**config.mk**
```make
export PLATFORM = sky130hd
export DESIGN_NAME = parity_engine
export DESIGN_NICKNAME = d
export VERILOG_FILES = /design/src/rtl/uart_par_pkg.sv /design/src/rtl/sat_counter.sv /design/src/rtl/parity_engine.sv
export SDC_FILE = /design/constraint.sdc
export NUM_CORES = 1
export LEC_CHECK = 0
export BUFFER_PORTS_ARGS = -buffer_cell sky130_fd_sc_hd__buf_2
export CAP_MARGIN = 5
export CORE_MARGIN = 5
export CORE_UTILIZATION = 47
export DETAILED_ROUTE_END_ITERATION = 10
export HOLD_SLACK_MARGIN = 0.15
export PLACE_DENSITY_LB_ADDON = 0.15
export SYNTH_ARGS = -nofsm -noshare
export SYNTH_HDL_FRONTEND = slang
export SYNTH_SLANG_ARGS = --single-unit
```
**constraint.sdc**
```tcl
create_clock -name CLK -period 3 [get_ports CLK]
set_input_delay 0.15 -clock CLK [delete_from_list [all_inputs] [get_ports CLK]]
set_output_delay 0.15 -clock CLK [all_outputs]
set_load 0.05 [all_outputs]
```
**src/rtl/uart_par_pkg.sv**
```systemverilog
// Shared encodings and the parity selection helper for the serial parity engine.
package uart_par_pkg;

  typedef enum logic [1:0] {
    PAR_EVEN  = 2'b00,
    PAR_ODD   = 2'b01,
    PAR_MARK  = 2'b10,
    PAR_SPACE = 2'b11
  } par_typ_e;

  typedef enum logic [1:0] {
    S_IDLE  = 2'b00,
    S_ACCUM = 2'b01,
    S_READY = 2'b10
  } state_e;

  // acc is the XOR of all data bits seen in the frame.
  function automatic logic par_of(input logic acc, input par_typ_e typ);
    logic p;
    p = 1'b0;
    case (typ)
      PAR_EVEN:  p = acc;
      PAR_ODD:   p = ~acc;
      PAR_MARK:  p = 1'b1;
      PAR_SPACE: p = 1'b0;
      default:   p = 1'b0;
    endcase
    return p;
  endfunction

endpackage

```
**src/rtl/sat_counter.sv**
```systemverilog
// Saturating up-counter with synchronous clear; an increment in the clear cycle wins and
// restarts the count at one.
module sat_counter #(
  parameter int unsigned WIDTH = 8
) (
  input  logic             CLK,
  input  logic             RST,
  input  logic             INC,
  input  logic             CLR,
  output logic [WIDTH-1:0] CNT
);

  logic [WIDTH-1:0] cnt_q, cnt_d;

  always_comb begin
    cnt_d = cnt_q;
    if (INC) begin
      if (CLR) begin
        cnt_d = WIDTH'(1);
      end else if (cnt_q != '1) begin
        cnt_d = cnt_q + WIDTH'(1);
      end
    end else if (CLR) begin
      cnt_d = '0;
    end
  end

  always_ff @(posedge CLK or posedge RST) begin
    if (RST) begin
      cnt_q <= '0;
    end else begin
      cnt_q <= cnt_d;
    end
  end

  assign CNT = cnt_q;

endmodule

```
**src/rtl/parity_engine.sv**
```systemverilog
// Serial parity generator/checker: accumulates parity bit by bit over a runtime-selected
// frame length and checks received parity bits with sticky flag and saturating count.
module parity_engine
  import uart_par_pkg::*;
#(
  parameter  int unsigned DATA_WIDTH = 8,
  parameter  int unsigned ERR_CNT_W  = 8,
  localparam int unsigned LEN_W      = $clog2(DATA_WIDTH + 1)
) (
  input  logic                 CLK,
  input  logic                 RST,
  input  logic                 EN,
  input  logic [1:0]           PAR_TYP,
  input  logic [LEN_W-1:0]     DATA_LEN,
  input  logic                 START,
  input  logic                 BIT_VLD,
  input  logic                 BIT_IN,
  input  logic                 CHK_VLD,
  input  logic                 CHK_BIT,
  input  logic                 CLR_ERR,
  output logic                 PAR_Bit,
  output logic                 PAR_RDY,
  output logic                 BUSY,
  output logic                 PAR_ERR,
  output logic [ERR_CNT_W-1:0] ERR_CNT
);

  state_e           state_q, state_d;
  par_typ_e         typ_q;
  logic [LEN_W-1:0] len_q, cnt_q, cnt_inc, len_in;
  logic             acc_q, par_q, err_q;
  logic             busy_q, busy_d, rdy_q, rdy_d;
  logic             start_ok, bit_ok, chk_ok, last_bit, mismatch;

  // START outranks the other strobes; EN gates everything except CLR_ERR.
  always_comb begin
    start_ok = EN & START;
    bit_ok   = EN & BIT_VLD & ~START & (state_q == S_ACCUM);
    chk_ok   = EN & CHK_VLD & ~START & (state_q == S_READY);
    cnt_inc  = cnt_q + LEN_W'(1);
    last_bit = bit_ok & (cnt_inc == len_q);
    mismatch = chk_ok & (CHK_BIT != par_q);
    len_in   = ((DATA_LEN == '0) || (DATA_LEN > LEN_W'(DATA_WIDTH))) ? LEN_W'(DATA_WIDTH)
                                                                      : DATA_LEN;
  end

  always_ff @(posedge CLK or posedge RST) begin
    if (RST) begin
      state_q <= S_IDLE;
      busy_q  <= 1'b0;
      rdy_q   <= 1'b0;
    end else begin
      state_q <= state_d;
      busy_q  <= busy_d;
      rdy_q   <= rdy_d;
    end
  end

  always_comb begin
    state_d = state_q;
    if (start_ok) begin
      state_d = S_ACCUM;
    end else begin
      case (state_q)
        S_ACCUM: if (last_bit) state_d = S_READY;
        S_READY: if (chk_ok)   state_d = S_IDLE;
        default: state_d = state_q;
      endcase
    end
  end

  // Flags are decoded from the next state so the outputs come straight from flops.
  always_comb begin
    busy_d = (state_d == S_ACCUM);
    rdy_d  = (state_d == S_READY);
  end

  always_ff @(posedge CLK or posedge RST) begin
    if (RST) begin
      typ_q <= PAR_EVEN;
      len_q <= '0;
      cnt_q <= '0;
      acc_q <= 1'b0;
      par_q <= 1'b0;
    end else if (start_ok) begin
      typ_q <= par_typ_e'(PAR_TYP);
      len_q <= len_in;
      cnt_q <= '0;
      acc_q <= 1'b0;
    end else if (bit_ok) begin
      cnt_q <= cnt_inc;
      acc_q <= acc_q ^ BIT_IN;
      if (last_bit) par_q <= par_of(acc_q ^ BIT_IN, typ_q);
    end
  end

  always_ff @(posedge CLK or posedge RST) begin
    if (RST) begin
      err_q <= 1'b0;
    end else if (mismatch) begin
      err_q <= 1'b1;
    end else if (CLR_ERR) begin
      err_q <= 1'b0;
    end
  end

  sat_counter #(
    .WIDTH (ERR_CNT_W)
  ) u_err_cnt (
    .CLK (CLK),
    .RST (RST),
    .INC (mismatch),
    .CLR (CLR_ERR),
    .CNT (ERR_CNT)
  );

  assign PAR_Bit = par_q;
  assign PAR_RDY = rdy_q;
  assign BUSY    = busy_q;
  assign PAR_ERR = err_q;

endmodule
```
==> results of run 1 <==
==> tightest hold or removal path, stage by stage <==
cell     delay [ns]
buf_2          0.11
a21oi_1        0.11
nand2_1        0.07
o21ai_0        0.07
==> cells in the final DEF, fill, tap and decap left out, types with 2 or more instances in the layout <==
cell and count:
buf_2 26, dfrtp_1 25, nand2_1 17, o21ai_0 15, dlygate4sd3_1 12, a21oi_1 9
nand3_1 7, nor2_1 7, inv_1 7, xor2_1 4, o31ai_1 4, xnor2_1 4
ha_1 4, nand2b_1 3, mux2_2 3, nor3_1 3, or4_1 3, clkbuf_4 3
and3_1 2, or3_1 2, a31oi_1 2
==> state kept, by name, summed over array words and instances, names as in the netlist <==
name / count
u_err_cnt.CNT: 8
cnt_q: 4
len_q: 4
state_q: 2
typ_q: 2
BUSY: 1
PAR_Bit: 1
PAR_ERR: 1
PAR_RDY: 1
acc_q: 1
==> what timing repair did <==
item,CTS,global route
endpoints found under the hold margin,39,0
endpoints found under the setup margin,0,0
hold buffers,12,0
setup buffers,0,0
==> power by group through the flow <==
stage / clock (mW) / sequential, mW / combinational, mW
finish: 0.149 / 0.407 / 0.254
global route: 0.171 / 0.414 / 0.288
CTS: 0.156 / 0.406 / 0.257
detailed placement: 0 / 0.413 / 0.245
global placement: 0 / 0.411 / 0.240
floorplan: 0 / 0.453 / 0.144
==> how the worst max path moves through the flow <==
stage | startpoint | endpoint | slack [ns] | depth (start not counted)
3_5_place_dp | u_err_cnt.CNT[0]$_DFFE_PP0P_ | u_err_cnt.CNT[0]$_DFFE_PP0P_ | 1.09 | 5
6_report | u_err_cnt.CNT[0]$_DFFE_PP0P_ | u_err_cnt.CNT[0]$_DFFE_PP0P_ | 1.04 | 5
3_3_place_gp | u_err_cnt.CNT[0]$_DFFE_PP0P_ | u_err_cnt.CNT[0]$_DFFE_PP0P_ | 1.16 | 5
2_1_floorplan | u_err_cnt.CNT[0]$_DFFE_PP0P_ | u_err_cnt.CNT[2]$_DFFE_PP0P_ | 1.18 | 6
4_1_cts | u_err_cnt.CNT[0]$_DFFE_PP0P_ | u_err_cnt.CNT[0]$_DFFE_PP0P_ | 1.06 | 5
5_1_grt | u_err_cnt.CNT[0]$_DFFE_PP0P_ | u_err_cnt.CNT[0]$_DFFE_PP0P_ | 0.71 | 5
==> cell type report <==
| cell class | count | area, µm² |
|---|---|---|
| repair buffers | 38 | 250 |
| clock buffers | 4 | 26.3 |
| inverters | 7 | 26.3 |
| well taps | 31 | 38.8 |
| multi-input cells | 106 | 679 |
| flip-flops and latches | 25 | 626 |
| fillers | 239 | 1110 |
==> cells by family (layout without fill, tap and decap cells) <==
group | count (synthesis) | after routing | share of synthesized area
xor gates and xnor gates | 9 | 9 | 0.0683
AOI/OAI and AO/OA | 34 | 34 | 0.146
and+or+nand+nor | 56 | 56 | 0.225
buffers and inverters | 11 | 49 | 0.0369
muxes | 3 | 3 | 0.0249
adders and majority gates | 4 | 4 | 0.0369
DFF | 25 | 25 | 0.462
==> metrics by stage <==
step                      utilization  setup WS (ns)
after CTS                       0.597           1.06
final                           0.597           1.04
after detailed placement        0.544           1.09
after floorplan                     -           1.18
after global routing            0.597          0.711
after global placement          0.544           1.16
==> routing by layer <==
| metal | vias up | part of all wire | GRT usage |
|---|---|---|---|
| met5 | - | 0 | 0 |
| met4 | 0 | 0.0082 | 0.0623 |
| met3 | 2 | 0.047 | 0.0284 |
| met2 | 28 | 0.50 | 0.255 |
| met1 | 553 | 0.44 | 0.193 |
| li1 | 583 | - | - |
==> impl_metrics.yaml, run 1 <==
sta:
  max_freq_mhz: 511
  rsz0062_at_grt: "false"
  finalMaxSlewViolations: 0
  fin_crit_ns: 1.96
  fin_tns_setup_ns: 0
  finalCritPeriodShare: 0.653
  setup_viol: 0
  finalHoldViolations: 0
  worst_slew_pin_slew_ns: 0.934
  relSlewSlack: 0.377
  whs_ns: 0.214
  fin_skew_ns: 0.00931
drt:
  drt_drc_violations_left: 0
  avgViaCountPerCell: 5.53
  routedWlPerCell_um: 13.3
  antenna_left: 0
  dr.first_iter.drc_count: 120
  routed-via-count: 1166
  wl_mm: 2.81
  dr.pass1.iters: 4
pwr:
  vdd_drop_max_mv: 0.319
  p_sw_uw: 280
  comb_power_share: 0.314
  p_leak_nw: 0.768
  power.density_mw_per_mm2: 492
  seq_power_share: 0.502
  p_total_uw: 810
  power_switching_share: 0.346
  clkPwrFrac: 0.184
  intPower_uw: 530
floorplanning:
  die_w_um: 63.7
  initial_core_util: 0.491
  io_pins: 27
  die_y_um: 63.7
  die_area_mm2: 0.00406
  rows: 19
  core_area_mm2: 0.00276
synth:
  netlist_area_mm2: 0.00136
  synthCells: 142
  synth_top_area_share: 0.462
  synth_seq_cells: 25
  avgSynthCellArea_um2: 9.54
  synth_fp_nets: 161
  synth.most_common_cell: "dfrtp_1"
  synthFlopType: "dfrtp_1"
  synth.distinct_cells: 39
  yosys-top-cells-area: "dfrtp_1, o21ai_0, nand2_1, ha_1, a21oi_1"
  yosysSeqAreaShare: 0.462
  async_flop_share: 1.00
  ys_warn_count: 0
  synth_edf_count: 0
  netlist_top_cells_count: "dfrtp_1, nand2_1, o21ai_0"
  yosys.area.top_type: "dfrtp_1"
min_path:
  hold_depth: 4
  hold_path_end: "cnt_q[3]$_DFFE_PP0P_"
  min-delay-start: "START"
  hold_class: "in -> reg"
run_status:
  status: "finished clean"
grt:
  grt_overflow_total: 0
  grt_pass1_wl_mm: 5.03
  grt_use_total: 0.153
  grt_max_degree: 26
  antenna_found_initial: 0
  grt_pass1_vias: 1186
cts:
  cts.clk_slew.worst_paths_ns: 0.14
  cts_sinks: 25
  cts_buffers: 3
  cts_tree: "done"
  ctsLongestPathBuffers: 2
  clk_latency_ns: 0.31
  root_buffer: "clkbuf_4"
  htree_num_levels: 1
  cts_resized: 0
critical_path:
  cp_max_fo: 11
  crit_slowest_cell: "nor3_1"
  cp_num_buf_inv: 0
  cp-start-kind: "flip-flop"
  end_kind: "flip-flop"
  regToRegSetupSlack_ns: 1.04
  cp.required_ns: 3.24
  cpLargestDelayFamily: "simple AND/OR/NAND/NOR gates"
  r2r_start: "u_err_cnt.CNT[0]$_DFFE_PP0P_"
  critPathArrivalTime_ns: 2.20
  critical_path_class: "reg -> reg"
  critical_path.cell_chain: "ha_1, nand3_1, nor3_1, o21ai_0, a31oi_1"
  r2r-end: "u_err_cnt.CNT[0]$_DFFE_PP0P_"
  slowest_delay_ns: 0.77
  ff2ff_path_depth: 5
layout:
  fin_cells: 211
  nets: 200
  drive_above_1_share: 0.217
  fin_area_mm2: 0.00165
  syn2layout_area_growth_pct: 21.5
  antenna_cells: 0
flow_run:
  maxCapViolCount: 0
placement:
  dpl_cell_area_mm2: 0.00150
  portBuffers: 26
  dp_cells: 195
  dp_hpwl_mm: 2.03
  place.gp.congestion: 0.794
Note: power is estimated with default switching activity, not from simulation.
==> run 2, diff against run 1 <==
==> constraint.sdc (replaced) <==
create_clock -name CLK -period 1.6 [get_ports CLK]
set_input_delay 0.08 -clock CLK [delete_from_list [all_inputs] [get_ports CLK]]
set_output_delay 0.08 -clock CLK [all_outputs]
set_load 0.05 [all_outputs]
==> impl_metrics.yaml, run 2 (synthesis gave the netlist of run 1 again) <==
run_status:
  status: "complete, but fails checks"
  violations: "setup timing"
placement:
  place.gp.congestion: 0.766
  dp_hpwl_mm: 2.10
  dp_slack_ns: -0.0411
  portBuffers: 26
grt:
  grt_pass1_wl_mm: 5.55
  grt_pass1_vias: 1295
  grt_overflow_total: 0
  grt_max_degree: 26
  grt_use_total: 0.168
  antenna_found_initial: 0
cts:
  cts_tree: "done"
  root_buffer: "clkbuf_4"
  cts_buffers: 3
  cts.clk_slew.worst_paths_ns: 0.14
  htree_num_levels: 1
  clk_latency_ns: 0.32
  cts_sinks: 25
  ctsLongestPathBuffers: 2
pwr:
  p_leak_nw: 0.828
  power.density_mw_per_mm2: 897
  vdd_drop_max_mv: 0.672
layout:
  largest_reg_flops: 8
  antenna_cells: 0
  nets: 211
  fill_cells: 216
  final_cell_mix: "buf_2, dfrtp_1, nand2_1, dlygate4sd3_1, o21ai_0"
  syn2layout_area_growth_pct: 37.0
  drive_above_1_share: 0.351
  final_common_cell: "buf_2"
  final_core_util: 0.673
drt:
  dr.pass1.iters: 4
  routedWlPerCell_um: 14.2
  dr.first_iter.drc_count: 58
  routed-via-count: 1233
  wl_mm: 3.16
  avgViaCountPerCell: 5.55
  antenna_left: 0
  drt_drc_violations_left: 0
sta:
  whs_ns: 0.227
  relSlewSlack: 0.739
  finalCritPeriodShare: 1.01
  worst_slew_pin_slew_ns: 0.391
  fin_skew_ns: 0.0121
  fin_crit_ns: 1.61
  finalMaxSlewViolations: 0
  max_freq_mhz: 621
  worst_slack_ns: -0.0115
  rsz0062_at_grt: "true"
  setup_viol: 2
  finalHoldViolations: 0
floorplanning:
  initial_core_util: 0.491
  core_area_mm2: 0.00276
  die_w_um: 63.7
  die_area_mm2: 0.00406
  io_pins: 27
  rows: 19
  die_y_um: 63.7
critical_path:
  cp-start-kind: "flip-flop"
  critical_path_class: "reg -> reg"
  r2r-end: "u_err_cnt.CNT[5]$_DFFE_PP0P_"
  regToRegSetupSlack_ns: -0.01
  critPathArrivalTime_ns: 1.85
  ff2ff_path_depth: 5
  critPathLaunch: "state_q[0]$_DFF_PP0_"
  r2r_start: "state_q[0]$_DFF_PP0_"
  cp_max_fo: 8
  cp.required_ns: 1.84
  end_kind: "flip-flop"
min_path:
  hold_class: "in -> reg"
  min-delay-start: "BIT_VLD"
  hold_path_end: "cnt_q[0]$_DFFE_PP0P_"
  hold_depth: 4
flow_run:
  maxCapViolCount: 0
[run 2: changes by cell type in the layout (fill, tap and decap cells not counted), moves of 2 or more]
cell,previous run,this run
xor2_1,4,2
dfrtp_2,0,6
ha_4,0,3
nand3_4,0,2
buf_4,0,8
xor2_2,0,2
ha_1,4,0
nand3_1,7,5
dlygate4sd3_1,12,15
dfrtp_1,25,19
[run 2: timing repair]
| action | CTS | global route |
|---|---|---|
| cloned | 0 | 0 |
| gates resized for setup | 9 | 9 |
| endpoints found under the setup margin | 7 | 10 |
| hold buffers | 13 | 2 |
| buffers inserted | 1 | 0 |
| pin swaps | 3 | 3 |
| hold endpoints to repair | 43 | 9 |
[run 2: where the power goes]
part | internal [mW] | switching, mW
registers | 0.709 | 0.0747
clock network | 0.0974 | 0.188
logic | 0.268 | 0.329
[run 2: worst max-delay path by stage]
stage / endpoint / slack [ns] / cells past startpoint
floorplan: PAR_Bit$_DFFE_PP0P_ / 0.003 / 5
global placement: PAR_Bit$_DFFE_PP0P_ / -0.005 / 5
detailed placement: u_err_cnt.CNT[7]$_DFFE_PP0P_ / -0.04 / 6
CTS: u_err_cnt.CNT[5]$_DFFE_PP0P_ / -0.004 / 5
global route: u_err_cnt.CNT[5]$_DFFE_PP0P_ / -0.07 / 5
finish: u_err_cnt.CNT[5]$_DFFE_PP0P_ / -0.01 / 5
[run 2: stage by stage]
stage / cells / power, mW / setup TNS [ns] / area [µm²]
2_1_floorplan: 142 / 1.12 / 0 / 1390
3_3_place_gp: 202 / 1.24 / -0.00467 / 1590
3_5_place_dp: 202 / 1.26 / -0.130 / 1590
4_1_cts: 220 / 1.61 / -0.00443 / 1800
5_1_grt: 222 / 1.78 / -0.350 / 1860
6_report: 222 / 1.67 / -0.0217 / 1860
[run 2: cell type report]
cell class	instances	area [µm²]	area share
multi-input combinational	106	792	0.427
tap	31	38.8	0.0209
timing repair buffer	49	340	0.183
inverter	7	26.3	0.0142
sequential	25	633	0.341
clock buffer	4	26.3	0.0142
[run 2: layer usage]
layer  track usage  wire (µm)  vias to the layer above
met5             0          0                        -
met4        0.0727         36                        0
met3        0.0266        118                        4
met2         0.306       1670                       27
met1         0.190       1330                      601
li1              -          -                      601
[run 2: worst max-delay path, stage by stage, from the launching register on]
cell     delay, ns
dfrtp_2       0.47
inv_2         0.07
ha_2          0.20
nand3_4       0.11
or4_1         0.53
a21oi_1       0.15
==> run 3, diff against run 2 <==
==> constraint.sdc (replaced) <==
create_clock -name CLK -period 1.6 [get_ports CLK]
set_input_delay 0.08 -clock CLK [delete_from_list [all_inputs] [get_ports CLK]]
set_output_delay 0.08 -clock CLK [all_outputs]
set_load 0.02 [all_outputs]
==> impl_metrics.yaml, run 3 (synthesis gave the netlist of run 1 again) <==
grt:
  grt_use_total: 0.158
  grt_max_degree: 26
  grt_pass1_wl_mm: 5.24
  grt_pass1_vias: 1237
  antenna_found_initial: 0
  grt_overflow_total: 0
floorplanning:
  core_area_mm2: 0.00276
  io_pins: 27
  initial_core_util: 0.491
  rows: 19
  die_area_mm2: 0.00406
  die_w_um: 63.7
  die_y_um: 63.7
layout:
  regArea_um2: 629
  drive_above_1_share: 0.398
  antenna_cells: 0
  fill_cells: 225
  final_common_cell: "buf_2"
  fin_cells: 232
  nets: 221
  largest_reg_flops: 8
  final_cell_mix: "buf_2, dfrtp_1, buf_4, nand2_1, o21ai_0"
  multi_input_area_um2: 816
  syn2layout_area_growth_pct: 43.4
sta:
  rsz0062_at_grt: "true"
  relSlewSlack: 0.787
  fin_skew_ns: 0.00598
  fin_crit_ns: 1.60
  worst_slew_pin_slew_ns: 0.319
  finalMaxSlewViolations: 0
  setup_viol: 0
  finalHoldViolations: 0
  max_freq_mhz: 627
  whs_ns: 0.212
  finalCritPeriodShare: 0.997
cts:
  cts.clk_slew.worst_paths_ns: 0.14
  clk_latency_ns: 0.31
  cts_buffers: 3
  ctsLongestPathBuffers: 2
  cts_sinks: 25
  htree_num_levels: 1
  root_buffer: "clkbuf_4"
  cts_tree: "done"
min_path:
  hold_class: "in -> reg"
  hold_depth: 4
pwr:
  vdd_drop_max_mv: 0.765
  p_leak_nw: 0.865
  p_total_mw: 1.59
  power.density_mw_per_mm2: 817
critical_path:
  end_kind: "flip-flop"
  cp-start-kind: "flip-flop"
  critPathArrivalTime_ns: 1.81
  ff2ff_path_depth: 5
  critical_path_class: "reg -> reg"
  cp.required_ns: 1.82
  cp_max_fo: 4
drt:
  antenna_left: 0
  drt_drc_violations_left: 0
  dr.first_iter.drc_count: 87
  wl_mm: 3.35
  routedWlPerCell_um: 14.4
  avgViaCountPerCell: 5.40
  dr.pass1.iters: 4
  routed-via-count: 1252
run_status:
  status: "finished clean"
placement:
  dp_hpwl_mm: 2.22
  place.gp.congestion: 0.789
  dp_cells: 207
  portBuffers: 26
flow_run:
  maxCapViolCount: 0
==> run 3: layout make-up <==
cell class | instances | share of cell area
clock inverter | 1 | 0.00258
timing repair buffer | 58 | 0.209
multi-input combinational | 107 | 0.420
inverter | 7 | 0.0135
sequential | 25 | 0.324
clock buffer | 3 | 0.0116
tap | 31 | 0.0200
==> run 3: path summary, 6_finish.rpt <==
kind | to | slack [ns] | from
min in group asynchronous | cnt_q[3]$_DFFE_PP0P_ | 0.33 | RST
min | state_q[1]$_DFF_PP0_ | 0.21 | START
min reg2reg | PAR_ERR$_DFFE_PP0P_ | 0.50 | PAR_ERR$_DFFE_PP0P_
max | PAR_Bit$_DFFE_PP0P_ | 0.004 | cnt_q[0]$_DFFE_PP0P_
max in group asynchronous | u_err_cnt.CNT[1]$_DFFE_PP0P_ | 1.01 | RST
max reg2reg | PAR_Bit$_DFFE_PP0P_ | 0.004 | cnt_q[0]$_DFFE_PP0P_
==> run 3: repair_timing <==
item | CTS | global route
gates cloned | 0 | 1
hold buffers | 12 | 2
endpoints found under the setup margin | 8 | 11
buffers inserted | 4 | 2
pin swaps | 3 | 7
endpoints found under the hold margin | 40 | 2
resized for setup | 6 | 17
==> run 3: metrics by stage <==
step,setup WS (ns),utilization,TNS [ns],cell area [µm²]
6_report,0.00423,0.705,0,1940
5_1_grt,-0.0669,0.705,-0.256,1940
4_1_cts,-0.0167,0.656,-0.0272,1810
3_5_place_dp,-0.0496,0.579,-0.204,1600
3_3_place_gp,-0.00991,0.579,-0.00991,1600
2_1_floorplan,0.00474,-,0,1360
==> run 3: critical path, cell delays in order (launching register included) <==
cell     delay, ns
dfrtp_1       0.42
buf_4         0.15
and3_1        0.19
xnor3_1       0.28
nand3_2       0.12
mux2_2        0.33
==> run 3: power breakdown <==
group / leakage [nW] / switching [mW] / internal, mW
clock network: 0.0177 / 0.190 / 0.0934
registers: 0.328 / 0.0690 / 0.706
logic: 0.520 / 0.275 / 0.254
==> run 3: routing by layer <==
| metal | global-route usage | wire, µm | vias up |
|---|---|---|---|
| met1 | 0.183 | 1370 | 604 |
| met3 | 0.0320 | 116 | 4 |
| met2 | 0.293 | 1820 | 19 |
| li1 | - | - | 625 |
| met4 | 0.0390 | 36 | 0 |
| met5 | 0 | 0 | - |
